## src/rtl/mdu_ctrl.sv

```systemverilog
// Multiply/divide unit controller: multi-cycle MULT/MULTU (and DIV/DIVU when
// MDU_DIV_EN is defined) with HI/LO registers and a D-stage stall request.
module mdu_ctrl #(
   parameter int unsigned MUL_CYC = 5,
   parameter int unsigned DIV_CYC = 10
) (
   input  logic        clk,
   input  logic        rst_n,
   input  logic        start,
   input  logic [2:0]  md_op,
   input  logic [31:0] src_a,
   input  logic [31:0] src_b,
   input  logic        md_use_d,
   output logic        stall_md,
   output logic        busy,
   output logic        done,
   output logic [31:0] hi,
   output logic [31:0] lo
);

   localparam int unsigned CNT_W = 4;

`ifdef MDU_DIV_EN
   typedef enum logic [1:0] {S_IDLE, S_MUL, S_DIV} state_e;
   localparam bit DIV_EN = 1'b1;
`else
   typedef enum logic [1:0] {S_IDLE, S_MUL} state_e;
   localparam bit DIV_EN = 1'b0;
`endif

   state_e             state_q, state_d;
   logic [CNT_W-1:0]   cnt_q, cnt_d;
   logic [31:0]        a_q, a_d, b_q, b_d;
   logic               sgn_q, sgn_d;
   logic [31:0]        hi_q, hi_d, lo_q, lo_d;
   logic               busy_q, busy_d, done_q, done_d;
   logic               is_mul_op, is_div_op;
   logic [63:0]        prod;

   assign is_mul_op = (md_op[2:1] == 2'b00);
   assign is_div_op = DIV_EN && (md_op[2:1] == 2'b01);

   // Stall must act in the same cycle the D-stage instruction is decoded.
   assign stall_md = md_use_d & (busy_q | (start & (is_mul_op | is_div_op)));

   // Sign-extend only for signed ops so one 64-bit multiplier serves both.
   assign prod = {{32{sgn_q & a_q[31]}}, a_q} * {{32{sgn_q & b_q[31]}}, b_q};

`ifdef MDU_DIV_EN
   logic        neg_a, neg_b;
   logic [31:0] ua, ub, uq, ur, quo, rem;

   // Magnitude divide, then restore signs: quotient truncates toward zero,
   // remainder follows the dividend.
   always_comb begin
      neg_a = sgn_q & a_q[31];
      neg_b = sgn_q & b_q[31];
      ua    = neg_a ? -a_q : a_q;
      ub    = neg_b ? -b_q : b_q;
      uq    = (ub == 32'd0) ? 32'd0 : ua / ub;
      ur    = (ub == 32'd0) ? 32'd0 : ua % ub;
      quo   = (neg_a ^ neg_b) ? -uq : uq;
      rem   = neg_a ? -ur : ur;
   end
`endif

   always_comb begin
      state_d = state_q;
      cnt_d   = cnt_q;
      a_d     = a_q;
      b_d     = b_q;
      sgn_d   = sgn_q;
      hi_d    = hi_q;
      lo_d    = lo_q;
      busy_d  = busy_q;
      done_d  = 1'b0;
      case (state_q)
         S_IDLE: begin
            if (start) begin
               if (is_mul_op || is_div_op) begin
                  a_d     = src_a;
                  b_d     = src_b;
                  sgn_d   = ~md_op[0];
                  busy_d  = 1'b1;
                  cnt_d   = is_div_op ? CNT_W'(DIV_CYC - 1) : CNT_W'(MUL_CYC - 1);
                  state_d = S_MUL;
`ifdef MDU_DIV_EN
                  if (is_div_op) state_d = S_DIV;
`endif
               end else if (md_op == 3'd4) begin
                  hi_d = src_a;
               end else if (md_op == 3'd5) begin
                  lo_d = src_a;
               end
            end
         end
         default: begin
            if (cnt_q == '0) begin
               state_d = S_IDLE;
               busy_d  = 1'b0;
               done_d  = 1'b1;
`ifdef MDU_DIV_EN
               if (state_q == S_DIV) begin
                  if (b_q != 32'd0) begin
                     hi_d = rem;
                     lo_d = quo;
                  end
               end else
`endif
               begin
                  hi_d = prod[63:32];
                  lo_d = prod[31:0];
               end
            end else begin
               cnt_d = cnt_q - CNT_W'(1);
            end
         end
      endcase
   end

   always_ff @(posedge clk or negedge rst_n) begin
      if (!rst_n) begin
         state_q <= S_IDLE;
         cnt_q   <= '0;
         a_q     <= '0;
         b_q     <= '0;
         sgn_q   <= 1'b0;
         hi_q    <= '0;
         lo_q    <= '0;
         busy_q  <= 1'b0;
         done_q  <= 1'b0;
      end else begin
         state_q <= state_d;
         cnt_q   <= cnt_d;
         a_q     <= a_d;
         b_q     <= b_d;
         sgn_q   <= sgn_d;
         hi_q    <= hi_d;
         lo_q    <= lo_d;
         busy_q  <= busy_d;
         done_q  <= done_d;
      end
   end

   assign busy = busy_q;
   assign done = done_q;
   assign hi   = hi_q;
   assign lo   = lo_q;

endmodule

```

## config.mk

```make
export PLATFORM = sky130hd
export DESIGN_NAME = mdu_ctrl
export DESIGN_NICKNAME = d
export VERILOG_FILES = /design/src/rtl/mdu_ctrl.sv
export SDC_FILE = /design/constraint.sdc
export NUM_CORES = 2
export LEC_CHECK = 0
export CORE_MARGIN = 10
export CORE_UTILIZATION = 35
export CTS_BUF_LIST = sky130_fd_sc_hd__clkbuf_16
export DETAILED_ROUTE_END_ITERATION = 8
export PLACE_DENSITY = 0.49
export SYNTH_ARGS = -nofsm -noshare
export SYNTH_HDL_FRONTEND = slang
export SYNTH_SLANG_ARGS = --single-unit
```

## constraint.sdc

```tcl
create_clock -name clk -period 8.1 [get_ports clk]
set_input_delay 0.81 -clock clk [delete_from_list [all_inputs] [get_ports clk]]
set_output_delay 0.81 -clock clk [all_outputs]
set_load 0.02 [all_outputs]
```

==> run metrics <==
Initial Util 0.351; main area contributors after synthesis fa_1, inv_1, dfrtp_1; worst r2r dst hi[31]; Synth top cells by count inv_1, fa_1, nand2_1, and2_1, clkbuf_1; TritonCTS clock tree yes; # clock sinks ~140; worst-skew pair later-pin latency 500 ps; global-route wire length before repair 203,000 um; width of the die about 370 um; Avg Cell Area, Syn 9.31 um2; mux cell area share after synthesis 0.0194; Vias/cell 4.80; RSZ-0062 raised after global routing true; Final nets around 6,200; DRC Markers 0; CP startpoint kind flip-flop; Detail Route Antenna Nets 0; die area around 140,000 um2; r2r worst-path depth 27; Worst-path clk slew 70 ps; netlist area before placement between 40,000 and 50,000 um2; number of port buffers 137; fmax 128 MHz; skew final 28.7 ps; Final Hold Fails 0; Crit Path Category flip-flop to flip-flop; Post-synth EDFFs 0; Worst Max-Slew Pin Slew 1160 ps; initial antenna violation count 12; area of the multi-input gates between 30,000 and 40,000 um2; Final setup viols 0; Synth cell types 59; Post-Synth Simple-Gate Area 0.141; drt first pass iters 5; IO Count 138; sequential-to-total area share from yosys stat 0.0779; period utilization 0.964; Die Y 372 um; largest family of logic cells by synthesized area adder cells; Starting DRT DRC Count 1,503; wire per inst slightly above 20 um; Critical Path RT about 8400 ps; Post-Synthesis Cells 4,659; Max FO, Critical Path 17; gr usage total 0.192; std cell rows 129; reg2reg start a_q[19]; Post-CTS Hold Buffers 0; Root Driver clkbuf_16; vias in the first global route around 34,000; Fillers 12,600; max cap viols 0; worst path arrival time 8140 ps; Hold WS around 400 ps; Area Overhead vs Synth 13.3%; Ys Warns 0; fraction of registers with async set/reset 1.00; Tmin final about 7800 ps; layout cell share with drive strength beyond 1 0.0868; Post-Syn Nets 6,068; DR vias 30,900; H-tree depth 4; Yosys top cell area share 0.519; slew margin rel. 0.224; RePlAce Congestion roughly 0.86; Synth Area in Compound Gates 0.0445; WL final 130,000 um; TritonCTS Buffers 17; HPWL after DPL around 110,000 um; XOR/XNOR Fraction of Synth Area 0.0157; status complete, no violations; largest net degree at the start of global routing 87; main flop type after synthesis dfrtp_1; Hold WC Path Type primary input to async pin; most common cell in the netlist inv_1; flop2flop setup slack roughly 300 ps; flop and latch count out of synthesis ~140; count of final max-slew check failures 0; grt total ovfl 0; Setup crit start a_q[19]; Yosys top cell by area fa_1; Core Area 123,000 um2; register area 3410 um2; endpoint type of the worst setup path flip-flop; Adder-Cell Fraction of Synth Area 0.581; Longest Clk Path Bufs 2
placed cells by master (no fill, tap or decap), drive strengths merged, types with 45 or more instances in the layout:
master         instances
a21oi                118
mux2                  64
ha                   213
a21o                  45
nor2                  84
clkdlybuf4s50        136
buf                  224
xnor2                 57
dfrtp                135
nand2                783
fa                  1125
inv                 1141
o21ai                 76
and2                 346
per-stage QoR:
stage | TNS (ps) | setup WS [ps] | cells | cell area, um2 | util
floorplan | 0 | 109 | 4659 | 43400 | -
global placement | 0 | 67.4 | 6372 | 48000 | 0.388
detailed placement | -13.8 | -13.8 | 6372 | 48000 | 0.388
CTS | 0 | 18.0 | 6406 | 48600 | 0.393
global route | -55.1 | -21.2 | 6432 | 49100 | 0.398
finish | 0 | 292 | 6435 | 49100 | 0.398
flip-flops by register name, indices dropped and copies added (netlist names):
name,flops
a_q,32
b_q,32
hi,32
lo,32
cnt_q,4
done,1
sgn_q,1
state_q,1
layer usage:
metal | share of wire | wire (um) | track usage | vias to the layer above
li1 | - | - | - | 13700
met1 | 0.42 | 54600 | 0.247 | 16500
met2 | 0.52 | 67500 | 0.340 | 573
met3 | 0.033 | 4220 | 0.0192 | 143
met4 | 0.027 | 3550 | 0.0525 | 0
met5 | 0 | 0 | 0 | -
worst max-delay path, stage by stage, from the launching register on:
cell and delay (ps):
dfrtp_2 530, buf_4 220, buf_4 250, nand2_1 110, fa_1 510, inv_1 60
fa_1 560, fa_1 440, fa_1 610, fa_1 440, fa_1 460, fa_1 490
inv_1 50, fa_1 470, inv_1 80, ha_1 400, nand2_1 190, o21ai_0 340
a21oi_2 110, o21a_1 190, o21ai_0 240, a211oi_2 80, o31ai_2 100, a21oi_2 140
o31ai_2 230, a21oi_1 120, xnor2_1 160, o22ai_1 90
worst max-delay path by stage:
stage	cells after the start	slack, ps	end
final	27	290	hi[31]
after global routing	28	-20	hi[29]
after floorplan	32	110	hi[31]
after CTS	30	20	hi[18]
after global placement	28	70	hi[10]
after detailed placement	26	-10	hi[31]
cells by family after synthesis:
group,count (synthesis)
muxes,76
adders and majority gates,1338
xor gates and xnor gates,78
DFF,135
buffers and inverters,1397
and+or+nand+nor,1323
AOI/OAI and AO/OA,312
area by class of cell:
type                    count  area share
diodes                      5    0.000255
clock inverters            15     0.00328
well taps                1637      0.0417
repair buffers            365      0.0779
clock buffers              17     0.00866
flip-flops and latches    135      0.0693
multi-input cells        3127       0.712
inverters                1134      0.0867
repair_timing:
item,in CTS,in global routing
cloned,0,5
endpoints found under the setup margin,3,23
gates resized for setup,2,73
pin swaps,0,20
setup buffers,2,19
Power is left out: the tool's default activity adds up to more than one toggle a clock period on the data nets, which glitch-free logic cannot reach.
